`config.mk`:
```
export PLATFORM = sky130hd
export DESIGN_NAME = alu_share_arbiter
export DESIGN_NICKNAME = d
export VERILOG_FILES = /design/src/rtl/alu_share_arbiter.sv
export SDC_FILE = /design/constraint.sdc
export NUM_CORES = 1
export LEC_CHECK = 0
export ABC_CLOCK_PERIOD_IN_PS = 1920
export CAP_MARGIN = 10
export CORE_AREA = 2 2 120 122
export CTS_CLUSTER_SIZE = 30
export DETAILED_ROUTE_END_ITERATION = 10
export DIE_AREA = 0 0 122 124
export PLACE_DENSITY = 0.82
export SLEW_MARGIN = 20
export SYNTH_ARGS = -nofsm -noshare
export SYNTH_HDL_FRONTEND = slang
export SYNTH_SLANG_ARGS = --single-unit
```
`constraint.sdc`:
```
create_clock -name clk -period 1.92 [get_ports clk]
set_clock_uncertainty 0.2 [all_clocks]
set_input_delay 0.288 -clock clk [delete_from_list [all_inputs] [get_ports clk]]
set_output_delay 0.288 -clock clk [all_outputs]
set_load 0.02 [all_outputs]
```
`src/rtl/alu_share_arbiter.sv`:
```
// alu_share_arbiter: lets two requesters share one combinational ALU.
//
// Each port has a valid/ready request channel (operands + ALUControl code)
// and a valid/ready response channel (registered result + zero flag).
// At most one request is granted per cycle, round-robin on ties. The
// granted operands drive the ALU in the same cycle, and the ALU outputs
// are captured into that port's response register on the clock edge.
//
// Ports:
//   clk, reset                    clock (rising edge), synchronous active-high reset
//   reqN_valid/_ready             request handshake for port N (0 or 1)
//   reqN_a/_b/_op                 request operands and ALUControl code
//   rspN_valid/_ready             response handshake for port N
//   rspN_result/_zero             registered ALU result and zero flag
//   alu_a/_b/_ctrl                operands and code driven to the ALU
//   alu_result/_zero              ALU outputs sampled on a grant
module alu_share_arbiter #(
   parameter int unsigned WIDTH   = 32,
   parameter int unsigned OPW     = 4,
   parameter logic [OPW-1:0] NONE_OP = '1
) (
   input  logic             clk,
   input  logic             reset,
   // port 0
   input  logic             req0_valid,
   output logic             req0_ready,
   input  logic [WIDTH-1:0] req0_a,
   input  logic [WIDTH-1:0] req0_b,
   input  logic [OPW-1:0]   req0_op,
   output logic             rsp0_valid,
   input  logic             rsp0_ready,
   output logic [WIDTH-1:0] rsp0_result,
   output logic             rsp0_zero,
   // port 1
   input  logic             req1_valid,
   output logic             req1_ready,
   input  logic [WIDTH-1:0] req1_a,
   input  logic [WIDTH-1:0] req1_b,
   input  logic [OPW-1:0]   req1_op,
   output logic             rsp1_valid,
   input  logic             rsp1_ready,
   output logic [WIDTH-1:0] rsp1_result,
   output logic             rsp1_zero,
   // ALU side
   output logic [WIDTH-1:0] alu_a,
   output logic [WIDTH-1:0] alu_b,
   output logic [OPW-1:0]   alu_ctrl,
   input  logic [WIDTH-1:0] alu_result,
   input  logic             alu_zero
);

   logic             rsp0_valid_q, rsp0_valid_d;
   logic             rsp1_valid_q, rsp1_valid_d;
   logic [WIDTH-1:0] rsp0_result_q, rsp0_result_d;
   logic [WIDTH-1:0] rsp1_result_q, rsp1_result_d;
   logic             rsp0_zero_q, rsp0_zero_d;
   logic             rsp1_zero_q, rsp1_zero_d;
   logic             rr_last_q, rr_last_d;

   logic elig0, elig1;
   logic grant0, grant1;

   // A response slot is free if empty or being drained this very cycle.
   // Grants depend only on handshake state, never on alu_result.
   always_comb begin
      elig0  = req0_valid && (!rsp0_valid_q || rsp0_ready);
      elig1  = req1_valid && (!rsp1_valid_q || rsp1_ready);
      // Ties go to the port that did not win last; reset blocks all grants.
      grant0 = !reset && elig0 && (!elig1 || rr_last_q);
      grant1 = !reset && elig1 && (!elig0 || !rr_last_q);
   end

   assign req0_ready = grant0;
   assign req1_ready = grant1;

   // ALU operand mux; idle code when nothing is granted.
   always_comb begin
      alu_a    = '0;
      alu_b    = '0;
      alu_ctrl = NONE_OP;
      if (grant0) begin
         alu_a    = req0_a;
         alu_b    = req0_b;
         alu_ctrl = req0_op;
      end else if (grant1) begin
         alu_a    = req1_a;
         alu_b    = req1_b;
         alu_ctrl = req1_op;
      end
   end

   always_comb begin
      rsp0_valid_d  = rsp0_valid_q;
      rsp0_result_d = rsp0_result_q;
      rsp0_zero_d   = rsp0_zero_q;
      rsp1_valid_d  = rsp1_valid_q;
      rsp1_result_d = rsp1_result_q;
      rsp1_zero_d   = rsp1_zero_q;
      rr_last_d     = rr_last_q;

      // A new grant overrides a same-cycle drain so valid stays high.
      if (grant0) begin
         rsp0_valid_d  = 1'b1;
         rsp0_result_d = alu_result;
         rsp0_zero_d   = alu_zero;
         rr_last_d     = 1'b0;
      end else if (rsp0_ready) begin
         rsp0_valid_d  = 1'b0;
      end

      if (grant1) begin
         rsp1_valid_d  = 1'b1;
         rsp1_result_d = alu_result;
         rsp1_zero_d   = alu_zero;
         rr_last_d     = 1'b1;
      end else if (rsp1_ready) begin
         rsp1_valid_d  = 1'b0;
      end
   end

   always_ff @(posedge clk) begin
      if (reset) begin
         rsp0_valid_q  <= 1'b0;
         rsp0_result_q <= '0;
         rsp0_zero_q   <= 1'b0;
         rsp1_valid_q  <= 1'b0;
         rsp1_result_q <= '0;
         rsp1_zero_q   <= 1'b0;
         rr_last_q     <= 1'b1;  // port 0 wins the first tie
      end else begin
         rsp0_valid_q  <= rsp0_valid_d;
         rsp0_result_q <= rsp0_result_d;
         rsp0_zero_q   <= rsp0_zero_d;
         rsp1_valid_q  <= rsp1_valid_d;
         rsp1_result_q <= rsp1_result_d;
         rsp1_zero_q   <= rsp1_zero_d;
         rr_last_q     <= rr_last_d;
      end
   end

   assign rsp0_valid  = rsp0_valid_q;
   assign rsp0_result = rsp0_result_q;
   assign rsp0_zero   = rsp0_zero_q;
   assign rsp1_valid  = rsp1_valid_q;
   assign rsp1_result = rsp1_result_q;
   assign rsp1_zero   = rsp1_zero_q;

endmodule

```
== Yosys cells after proc, flatten, opt, wreduce, memory -nomap -nowiden ==
Index checks and enable logic that the tools add are counted.
Word-level totals
  register bits: 69
Operators by class
  muxes and demuxes: 10
  reductions and logical operators: 19
Operators by type and width (number)
  $mux 32: 4
  $mux 4: 2
  $logic_and 1x1->1: 6
  $logic_not 1->1: 6
  $logic_or 1x1->1: 4
  $mux 1: 4
  $reduce_bool 2->1: 2
  $reduce_or 2->1: 1

== Depth between registers and ports, before layout ==
  depth in word-level cells: 8
  gate-level depth with buffers: 6
  gate-level depth less buffers: 4

== Least setup slack after synthesis ==
No wires, ideal clock.
  kind: reg-to-output
  from: register rsp0_valid_q, in the netlist rsp0_valid
  to: output alu_a[22]
  arrival: 1.571 ns
  slack: -0.139 ns
  stages on the path, launching flop included: 6
  path through: dfxtp_1 nor2b_4 o211ai_2 inv_2 clkbuf_1 a32o_1
On the way
  cells in the longest elaborated chain, start to end: 8
  elaborated cells on any way between the ends: 10
Ends and longest elaborated chain
  from (decl): RTL line 52  | logic rsp0_valid_q, rsp0_valid_d;
  from (signal assigned): RTL line 131  | rsp0_valid_q <= rsp0_valid_d;
  $logic_not 1->1: RTL line 66  | elig0 = req0_valid && (!rsp0_valid_q || rsp0_ready);
  $logic_or 1x1->1: RTL line 66
  $logic_and 1x1->1: RTL line 66
  $logic_not 1->1: RTL line 70  | grant1 = !reset && elig1 && (!elig0 || !rr_last_q);
  $logic_or 1x1->1: RTL line 70
  $logic_and 1x1->1: RTL line 70
  named net req1_ready: RTL line 36  | output logic req1_ready,
  $mux 32: RTL line 85  | end else if (grant1) begin
  $mux 32: RTL line 81  | if (grant0) begin
  to (decl): RTL line 45  | output logic [WIDTH-1:0] alu_a,
The timed path passes the listed nets, and every way through them passes these cells.

== Worst setup path after layout ==
  from: register rsp0_valid_q, in the netlist rsp0_valid
  to: output alu_a[25]
On the way
  cells in the longest elaborated chain, start to end: 8
  elaborated cells on any way between the ends: 10
Ends and longest elaborated chain (RTL line)
  $logic_not 1->1 *: 66
  $logic_or 1x1->1 *: 66
  $logic_and 1x1->1 *: 66
  $logic_not 1->1: 70
  $logic_or 1x1->1: 70
  $logic_and 1x1->1: 70
  $mux 32: 85
  $mux 32 *: 81
Every way passes the cells marked *; elsewhere a longest branch is shown, timed or not.

==> Flow_metrics.wiki <==
{| class="wikitable"
! Metric !! Value
|-
| Detailed Routing Iterations Pass 1 || 4
|-
| Total of fill cells in the finished design || 1181
|-
| Vias after detailed routing || 4245
|-
| WP data required || 1.43 ns
|-
| Area occupied by multi-input gates || 2330 um2
|-
| Share of total power in sequential cells || 30.3%
|-
| Layout Cell Area excl Fill || 8000 um2
|-
| Total congestion overflow || 0
|-
| DRC violations left || 0
|-
| Number of nets with antenna violations after detailed routing || 0
|-
| Half-perimeter wire length of the detailed placement result || 12200 um
|-
| Ratio of final minimum period to clock period || 117%
|-
| Overall Global Routing Usage || 20.7%
|-
| Highest ir drop seen on vdd || 0.472 mV
|-
| Unrepaired setup endpoints after global routing || true
|-
| Number of endpoints failing setup at the final stage || 70
|-
| Violations in the final reports || setup timing
|-
| Switch Pwr || 1.49 mW
|-
| Final layout net count || 859
|-
| Worst rel slew slack || 66.6%
|-
| Worst-path clk slew || 0.06 ns
|-
| Final critical-path setup slack || -0.325 ns
|-
| Post-detailed-route wirelength per cell || 20.4 um
|-
| Sequential cell area fraction in the yosys report || 36.6%
|-
| Total area of sequential cells || 1390 um2
|-
| Power density over the cells || 659 nW/um2
|-
| Placed cell area || 7210 um2
|-
| Final critical-path required period || 2.24 ns
|-
| Grt met2 use || 37.0%
|-
| Startpoint Class || register
|-
| Total Die Area || 15100 um2
|-
| Leak || 3.50 nW
|-
| Global-route met3 utilization || 6.09%
|-
| HP Class || primary input to register
|-
| Seq cells post-synth || 69
|-
| Syn Area/Cell || 10.5 um2
|-
| Net count after synthesis || 536
|-
| Largest fanout on the critical path || 8
|-
| Total routed wirelength || 17700 um
|-
| Most common library cell in the layout ignoring fill and taps || sky130_fd_sc_hd__clkdlybuf4s50_1
|-
| Clock tree from TritonCTS || built
|-
| Critical Path Sink Type || primary output
|-
| Max Freq || 445 MHz
|-
| DRT iter0 DRCs || 141
|-
| Number of buffers added by the clock tree synthesis step || 9
|-
| Root Buffer || sky130_fd_sc_hd__clkbuf_16
|-
| Commonest non-fill, non-tap cells in the layout || sky130_fd_sc_hd__clkdlybuf4s50_1, sky130_fd_sc_hd__buf_6, sky130_fd_sc_hd__nand2b_1
|-
| Clock power frac || 34.7%
|-
| Number of antenna repair diodes || 0
|-
| Share of final-layout standard cells stronger than drive strength 1 || 34.0%
|-
| Global-route met1 utilization || 23.9%
|-
| Hold violation total from the final report || 0
|-
| Clock latency reported for the late side of the worst-skew pair || 0.32 ns
|-
| Switching portion of total power || 28.3%
|-
| Synthesized netlist cell count || 361
|-
| Number of H-tree branching levels || 3
|-
| Warnings from Yosys || 0
|-
| Largest net degree at the start of global routing || 70
|-
| Number of distinct library cell variants in the gate-level netlist after synthesis || 25
|-
| Max capacitance violation total || 0
|-
| Worst Tran Pin Value || 0.501 ns
|-
| Critical Setup Path Class || register to primary output
|-
| Site row count || 43
|-
| Status || finished with violations
|-
| Internal Power || 3.78 mW
|-
| Max Root-Sink Buffers || 2
|-
| Gpl congestion || 0.767
|-
| Number of buffers inserted by port buffering || 312
|-
| Core utilization of the finished layout || 58.3%
|-
| Post-detailed-route via-to-cell ratio || 4.88
|-
| Crit path DAT || 1.76 ns
|-
| Die Span Y || 124 um
|-
| I/O pin total || 313
|-
| Core ar. || 13700 um2
|-
| Number of buffers added to fix hold violations after cts || 0
|-
| Share of power burned in combinational logic || 35.0%
|-
| Post-layout total power || 5.27 mW
|-
| Initial Util || 27.5%
|-
| Wire length of the first global-routing pass || 24100 um
|-
| Number of slew-limit violations in the final report || 0
|-
| Number of antenna violations at the first check in global routing || 1
|-
| Via count of the first global-routing pass || 4336
|-
| # clock sinks || 69
|-
| GR peak layer || met2
|-
| Synthesized area || 3770 um2
|-
| Signed area change from the synthesized netlist to the final layout || 112%
|-
| Horizontal die dimension || 122 um
|}
==> per-stage QoR <==
step                cells  setup slack (ns)  hold WS, ns  setup TNS (ns)
global placement      837            -0.882        0.257          -75.04
floorplan             361            0.0177        0.213               0
global route          869            -0.382        0.232          -20.94
detailed placement    837            -0.913        0.263          -79.54
CTS                   863            -0.337        0.217          -19.92
finish                869            -0.325        0.235          -17.24
==> timing repair <==
item,in CTS,in global routing
gates cloned,6,4
setup buffers,6,5
gates resized for setup,450,25
endpoints found under the setup margin,104,90
pin swaps,10,16
==> worst paths after layout <==
path | endpoint | depth (start not counted) | startpoint | slack [ns]
worst max register to register | rsp1_result[15] | 5 | rsp0_valid | 0.07
worst min-delay path | rr_last_q | 3 | reset | 0.23
worst min register to register | rsp0_result[29] | 2 | rsp0_result[29] | 0.27
worst max-delay path | alu_a[25] | 7 | rsp0_valid | -0.32
==> synthesized netlist by cell type <==
master                     instances  area share, %
sky130_fd_sc_hd__a32o_1           64             17
sky130_fd_sc_hd__o21bai_1          1           0.20
sky130_fd_sc_hd__o21ai_0           2           0.27
sky130_fd_sc_hd__nand2_1           1          0.099
sky130_fd_sc_hd__inv_2             1          0.099
sky130_fd_sc_hd__a21oi_1           2           0.27
sky130_fd_sc_hd__mux2i_1          33            8.8
sky130_fd_sc_hd__buf_2            18            2.4
sky130_fd_sc_hd__o21a_1            1           0.20
sky130_fd_sc_hd__o211ai_2          1           0.33
sky130_fd_sc_hd__o211a_1           1           0.27
sky130_fd_sc_hd__nor2b_4           1           0.36
sky130_fd_sc_hd__mux2_1            1           0.30
sky130_fd_sc_hd__nor2b_1          35            5.8
sky130_fd_sc_hd__mux2_2           18            5.4
sky130_fd_sc_hd__clkbuf_1         14            1.4
sky130_fd_sc_hd__mux2_4           14            5.6
sky130_fd_sc_hd__o32a_1            4            1.1
sky130_fd_sc_hd__dfxtp_1          69             37
sky130_fd_sc_hd__buf_1             1          0.099
sky130_fd_sc_hd__buf_6             3           0.90
sky130_fd_sc_hd__nor2_4            1           0.30
sky130_fd_sc_hd__nand2b_1         70             12
sky130_fd_sc_hd__nor2_1            2           0.20
sky130_fd_sc_hd__buf_4             3           0.60
==> flip-flops by register name (all words and copies together) (netlist names) <==
name and flops:
rsp0_zero 1, rsp1_result 32, rsp1_valid 1, rsp0_result 32, rsp1_zero 1, rsp0_valid 1
rr_last_q 1
==> area by class of cell <==
class | instances | share of cell area (%)
timing repair buffer | 351 | 46.5
multi-input combinational | 252 | 29.2
sequential | 69 | 17.4
clock buffer | 11 | 3.04
tap | 180 | 2.82
clock inverter | 5 | 1.05
inverter | 1 | 0.0782
==> kinds of logic (layout without fill, tap and decap cells) <==
kind of cell | Yosys count | count (layout) | share of synthesized area (%)
and+or+nand+nor | 110 | 110 | 18.4
DFF | 69 | 69 | 36.6
AOI/OAI and AO/OA | 76 | 76 | 19.6
buffers and inverters | 40 | 368 | 5.47
muxes | 66 | 66 | 20.0
==> power groups by stage <==
stage / Combinational [mW] / Sequential (mW) / Clock, mW
2_1_floorplan: 0.620 / 1.75 / 0
3_5_place_dp: 1.67 / 1.63 / 0
4_1_cts: 1.80 / 1.60 / 1.86
3_3_place_gp: 1.63 / 1.62 / 0
5_1_grt: 1.93 / 1.61 / 1.93
6_report: 1.84 / 1.60 / 1.83
==> metal layers <==
layer / wire length [um] / part of all wire (%) / vias to the layer above
li1: - / - / 1994
met1: 7050 / 40 / 2035
met3: 1310 / 7.4 / 27
met4: 331 / 1.9 / 2
met2: 9010 / 51 / 187
met5: 10 / 0.056 / -
==> worst max-delay path, cell delays in order, from the launching register on <==
cell and delay [ns]:
sky130_fd_sc_hd__dfxtp_2 0.32, sky130_fd_sc_hd__nor2b_4 0.14, sky130_fd_sc_hd__o211ai_4 0.20, sky130_fd_sc_hd__inv_4 0.08, sky130_fd_sc_hd__buf_6 0.14, sky130_fd_sc_hd__buf_16 0.14, sky130_fd_sc_hd__a32o_2 0.27, sky130_fd_sc_hd__buf_6 0.14
Note: power is estimated with default switching activity, not from simulation.
